[src/rtl/rr_slice_arb.sv]
// Time-sliced round-robin arbiter: registered one-hot grant, bounded tenure,
// and a mandatory one-cycle dead handoff between owners.
module rr_slice_arb #(
   parameter int NREQ      = 4,
   parameter int SLICE_W   = 3,
   parameter int SLICE_MAX = 5,
   localparam int IDW      = (NREQ > 1) ? $clog2(NREQ) : 1
) (
   input  logic               CLK,
   input  logic               RSTN,
   input  logic               en,
   input  logic [NREQ-1:0]    req,
   output logic [NREQ-1:0]    gnt,
   output logic [IDW-1:0]     gnt_id,
   output logic [SLICE_W-1:0] slice_cnt,
   output logic               preempt,
   output logic               busy
);

   if (SLICE_MAX >= 2**SLICE_W) begin : g_bad_slice_max
      $error("rr_slice_arb: SLICE_MAX does not fit in SLICE_W bits");
   end

   typedef enum logic [1:0] {IDLE, OWN, HANDOFF} state_t;

   state_t             state_q, state_d;
   logic [NREQ-1:0]    gnt_q, gnt_d;
   logic [IDW-1:0]     gnt_id_q, gnt_id_d;
   logic [SLICE_W-1:0] slice_q, slice_d;
   logic               preempt_q, preempt_d;
   logic [IDW-1:0]     ptr_q, ptr_d;
   logic [IDW-1:0]     win;
   logic [IDW-1:0]     nextPtr;
   logic               anyReq;

   // Circular first-set search starting at ptr; only meaningful when anyReq.
   always_comb begin
      win = ptr_q;
      for (int k = NREQ - 1; k >= 0; k--) begin
         if (req[(int'(ptr_q) + k) % NREQ]) begin
            win = IDW'((int'(ptr_q) + k) % NREQ);
         end
      end
   end

   assign anyReq  = |req;
   assign nextPtr = (gnt_id_q == IDW'(NREQ - 1)) ? '0 : gnt_id_q + IDW'(1);

   always_comb begin
      state_d   = state_q;
      gnt_d     = gnt_q;
      gnt_id_d  = gnt_id_q;
      slice_d   = slice_q;
      preempt_d = 1'b0;
      ptr_d     = ptr_q;
      case (state_q)
         IDLE, HANDOFF: begin
            if (en && anyReq) begin
               state_d  = OWN;
               gnt_d    = NREQ'(1) << win;
               gnt_id_d = win;
               slice_d  = '0;
            end else begin
               state_d  = IDLE;
            end
         end
         OWN: begin
            // A release at the expiry edge wins, so preempt follows the owner's req bit.
            if (!req[gnt_id_q] || (slice_q == SLICE_W'(SLICE_MAX))) begin
               state_d   = HANDOFF;
               preempt_d = req[gnt_id_q];
               ptr_d     = nextPtr;
               gnt_d     = '0;
               slice_d   = '0;
            end else begin
               slice_d   = slice_q + SLICE_W'(1);
            end
         end
         default: begin
            state_d = IDLE;
            gnt_d   = '0;
            slice_d = '0;
         end
      endcase
   end

   always_ff @(posedge CLK or negedge RSTN) begin
      if (!RSTN) begin
         state_q   <= IDLE;
         gnt_q     <= '0;
         gnt_id_q  <= '0;
         slice_q   <= '0;
         preempt_q <= 1'b0;
         ptr_q     <= '0;
      end else begin
         state_q   <= state_d;
         gnt_q     <= gnt_d;
         gnt_id_q  <= gnt_id_d;
         slice_q   <= slice_d;
         preempt_q <= preempt_d;
         ptr_q     <= ptr_d;
      end
   end

   assign gnt       = gnt_q;
   assign gnt_id    = gnt_id_q;
   assign slice_cnt = slice_q;
   assign preempt   = preempt_q;
   assign busy      = (state_q != IDLE);

endmodule

[config.mk]
export PLATFORM = sky130hd
export DESIGN_NAME = rr_slice_arb
export DESIGN_NICKNAME = d
export VERILOG_FILES = /design/src/rtl/rr_slice_arb.sv
export SDC_FILE = /design/constraint.sdc
export NUM_CORES = 1
export LEC_CHECK = 0
export ABC_AREA = 1
export CORE_ASPECT_RATIO = 1.1
export CORE_UTILIZATION = 43
export DETAILED_ROUTE_END_ITERATION = 16
export PLACE_DENSITY_LB_ADDON = 0.2
export RECOVER_POWER = 25
export SETUP_SLACK_MARGIN = 0.4
export SKIP_CTS_REPAIR_TIMING = 1
export SYNTH_ARGS = -nofsm -noshare
export SYNTH_HDL_FRONTEND = slang
export SYNTH_SLANG_ARGS = --single-unit
[constraint.sdc]
create_clock -name CLK -period 1.7 [get_ports CLK]
set_clock_uncertainty 0.05 [all_clocks]
set_input_delay 0.34 -clock CLK [delete_from_list [all_inputs] [get_ports CLK]]
set_output_delay 0.34 -clock CLK [all_outputs]
set_load 0.005 [all_outputs]
# [Word-level counts from Yosys, hierarchy flattened]
# Cells that the tools add are included.
# Widths: inputs -> output; s select.
[word_totals] ff_bits=14 out_inout_bits=11 wordCells=68
[classes] addsub=5 n_lt_le_gt_ge=5 n_eq_ne=6 n_shift=1 muxes=29 bitwise_logic=3 n_reduce_logical=13
[op_table] op="$lt 3x4->1 const B" n=3
[op_table] op="$mux 2" n=6
[op_table] op="$mux 1" n=11
[op_table] op="$bmux 1 s2" n=5
[op_table] op="$mux 4" n=2
[op_table] op="$pmux 4 s2" n=1
[op_table] op="$reduce_or 2->1" n=4
[op_table] op="$lt 2x3->1 const B" n=2
[op_table] op="$mux 3" n=2
[op_table] op="$pmux 3 s2" n=1
[op_table] op="$reduce_and 2->1" n=3
[op_table] op="$add 2x1->2 const B" n=2
[op_table] op="$add 2x2->2 const B" n=2
[op_table] op="$eq 2x2->1 const B" n=2
[op_table] op="$ne 2x2->1 const B" n=2
[op_table] op="$pmux 2 s2" n=1
[op_table] op="$reduce_or 4->1" n=1
[op_table] op="$shl 1x2->4 const A" n=1
[op_table] op="$add 3x1->3 const B" n=1
[op_table] op="$and 1x1->1 const A" n=3
[op_table] op="$eq 3x3->1 const B" n=1
[op_table] op="$eq 2x1->1 const B" n=1
[op_table] op="$logic_not 2->1" n=1
[op_table] op="$reduce_bool 2->1" n=1
[op_table] op="3 further kinds" n=3

# [Depth between registers and ports, before layout]
[logic_depth] depth_word=13 mapped_depth=12 ltp_nobuf=12

# [Worst setup path before layout]
# No wires, ideal clock.
[synth_path] kind="register to register" from="register ptr_q[0]" to="register gnt_q[0], in the netlist gnt[0]" setup_time_ns=0.117 arrival_ns=1.149 t_required_ns=1.533 setup_slack_ns=0.384 stages_incl_launch_ff=12 path_buffers=1 synth_period_minus_slack_ns=1.316 cell_sequence="dfrtp_1 > buf_6 > o21ai_2 > nand2_1 > nand2_1 > inv_2 > nand2_2 > nand2_2 > nand2_2 > nand2_4 > nand3_1 > nand2_1"
[synth_between] elab_chain_cells=11 elab_cells_between_ends=21
[synth_rtl] element="from (decl)" line="31" rtl="logic [IDW-1:0] ptr_q, ptr_d;"
[synth_rtl] element="from (signal assigned)" line="101" rtl="ptr_q <= ptr_d;"
[synth_rtl] element="$add 2x2->2" line="40, 41"
[synth_rtl] element="$bmux 1 s2" line="40" rtl="if (req[(int'(ptr_q) + k) % NREQ]) begin"
[synth_rtl] element="$mux 1 (implied by the code) (2 in series)" line="40"
[synth_rtl] element="$mux 2 (3 in series)" line="40"
[synth_rtl] element="$mux 2 *" line="40"
[synth_rtl] element="$shl 1x2->4 *" line="60" rtl="gnt_d = NREQ'(1) << win;"
[synth_rtl] element="$mux 4 *" line="58" rtl="if (en && anyReq) begin"
[synth_rtl] element="$pmux 4 s2 *" line="56" rtl="case (state_q)"
[synth_rtl] element="to (signal assigned)" line="97" rtl="gnt_q <= gnt_d;"
[synth_rtl] element="to (decl)" line="27" rtl="logic [NREQ-1:0] gnt_q, gnt_d;"
# Mark *: on every way between the ends. The rest lies on a longest branch, timed or not. The select of a mux whose other input is x is not followed.
# A chain may end at the register's enable or synchronous reset.

# [Worst setup path in the final report]
[layout_path] from="register ptr_q[0]" to="register gnt_q[1], in the netlist gnt[1]"
# The elaborated chain is that of the path after synthesis.

==> flow_summary.toml <==
[status]
status = "complete, no violations"

[cts]
cts.sinks = 14
cts_buffer_depth = 2
h-tree-depth = 1
cts_buffers = 3
insertion_delay_ns = 0.28
cts.clk_slew.worst_paths_ns = 0.08
cts_tree = "built"
cts_root_buf = "clkbuf_4"

[synthesis]
synthCells = 118
yosys.area.top_type = "dfrtp_1"
ys_seq_area_frac = 0.4040
syn_area_per_cell_um2 = 7.348
synthesis.area_um2 = 867.1
ys_top_cells_by_area = "dfrtp_1 (40%), nand2_1 (20%), nand3_1 (5.8%), ha_1 (4.3%), inv_1 (4.3%)"
async_reset_ff_frac = 1.000
synth_common_cells = "nand2_1 (46), dfrtp_1 (14), inv_1 (10), nand3_1 (10), o21ai_1 (5)"
synth_cell_types = 25
synth_edf_count = 0
ys_ff_latch = 14
yosysMostFrequentCell = "nand2_1"
yosysTopAreaCellShare = 0.4040
ys.flop_type = "dfrtp_1"
yosysWarningCount = 0
synth_nets = 128

[critical_path]
critPathSlowestCell = "dfrtp_2"
crit_fanout = 5
worstPathArrival_ns = 1.74
timing.critical_path.buf_inv = 1
slowest_delay_ns = 0.48
crit_required_ns = 1.87
crit_chain = "buf_6 > o21ai_2 > nand2_1 > nand2_1 > nand2_2 > nand2_4 > nand2_4 > nand2_4 > nand4_1 > nand2_1"
path_delay_family = "simple AND/OR/NAND/NOR gates"
crit_type = "flip-flop to flip-flop"
start_kind = "flip-flop"
endpoint_kind = "flip-flop"

[placed_design]
placedCellCount = 169
place_ws_ns = -0.1905
hpwl_mm = 1.660
place_area_mm2 = 0.001125
place.gp.congestion = 0.7882
portBuffers = 17

[grt]
grt_use_total = 0.2018
grt_max_degree = 15
grt_overflow = 0
grt_pass1_vias = 819
grt_pass1_wl_mm = 3.353
antenna_found_initial = 0

[die]
io_pins = 18
dieArea_mm2 = 0.002200
core.rowCount = 16
core_mm2 = 0.001842
start_util = 0.4708
die_width_um = 44.82
fp.dieH_um = 49.10

[sta]
finalCritPeriodShare = 0.9247
fin_ws_ns = 0.1279
rsz0062_at_grt = "yes"
drv_slew = 0
finalSetupViolCount = 0
relSlewSlack = 0.5013
final-hold-violation-count = 0
timing.fmax_ghz = 0.6361
min_period_ns = 1.572
worst_pin_slew_ns = 0.7480

[power]
pwr_density_cell_mw_per_mm2 = 1934
ir_drop_mv = 1.056
totalPowerFinal_w = 0.002933
leakage_nw = 0.9327

[route]
viasPerCell = 5.134
first_iter_violations = 6
wl_mm = 2.767
first_pass_iters = 4
dr_total_vias = 960
final_antenna_net_count = 0
wire_per_inst_um = 14.80
drc = 0

[layout]
fin_nets = 171
final_cell_count_no_fill = 187
finalInstanceArea_mm2 = 0.001516
fin_util = 0.8234
area_growth_pct = 74.89
drive_gt1_frac = 0.5000
antenna_cells = 0

[worst_hold_path]
hp-class = "primary input to flip-flop"

[flow_run]
drv_cap = 0
==> metrics by stage <==
| stage | TNS (ns) | hold slack [ns] |
|---|---|---|
| finish | 0 | 0.4457 |
| detailed placement | -1.402 | 0.4246 |
| CTS | -0.1809 | 0.3218 |
| global placement | -1.034 | 0.4169 |
| global route | 0 | 0.4635 |
| floorplan | 0 | -0.005591 |
==> state kept, by name, summed over array words and instances (netlist names) <==
| signal | flops |
|---|---|
| gnt_id | 2 |
| state_q | 2 |
| slice_cnt | 3 |
| ptr_q | 2 |
| preempt | 1 |
| gnt | 4 |
==> path summary, 6_finish.rpt <==
check | startpoint | to | slack, ns | depth (start not counted)
worst max-delay path | ptr_q[0] | gnt[1] | 0.13 | 10
worst min-delay path | req[2] | slice_cnt[0] | 0.45 | 4
worst max register to register | ptr_q[0] | gnt[1] | 0.13 | 10
worst min register to register | gnt[0] | gnt[0] | 0.45 | 2
max in group asynchronous | RSTN | gnt_id[0] | 0.50 | 2
min in group asynchronous | RSTN | preempt | 0.59 | 2
==> cells by family after synthesis <==
group                      Yosys count  synth area share
adders and majority gates            3           0.04329
and+or+nand+nor                     68            0.3550
DFF                                 14            0.4040
xor gates and xnor gates             1           0.01010
AOI/OAI and AO/OA                   15            0.1039
buffers and inverters               17           0.08368
==> where the power goes <==
part	leakage (nW)	switching, W	internal, W
Combinational	0.732	0.00113	0.000941
Clock	0.0210	0.000107	0.000130
Sequential	0.180	0.000154	0.000467
==> routing by layer <==
metal	global-route usage	vias up	routed length (µm)
li1	-	463	-
met1	0.2422	467	1042
met2	0.3627	20	1595
met3	0.01111	10	62
met4	0.08081	0	67
met5	0	-	0
==> final cells by class <==
cell class                      count  area, µm²
Multi-Input combinational cell     87      625.6
Timing Repair Buffer               39      400.4
Sequential cell                    14      354.1
Fill cell                         106      325.3
Inverter                           16      66.31
Clock buffer                        4      36.28
Tap cell                           27      33.78
==> tightest hold or removal path, stage by stage <==
cell,delay [ns]
dlymetal6s2s_1,0.15
o21ai_2,0.11
nand3_1,0.07
o21ai_1,0.06
==> layout by cell type (no fill, tap or decap), types with 5 or more instances in the layout <==
cell type | Yosys | final
nand2_1 | 46 | 26
nand2_2 | 3 | 16
dlymetal6s2s_1 | 0 | 15
buf_4 | 0 | 15
dfrtp_1 | 14 | 11
nand2_4 | 1 | 8
inv_1 | 10 | 7
inv_2 | 4 | 6
o21ai_2 | 2 | 5
nand3_1 | 10 | 5
buf_6 | 1 | 5
Note: power is estimated with default switching activity, not from simulation.
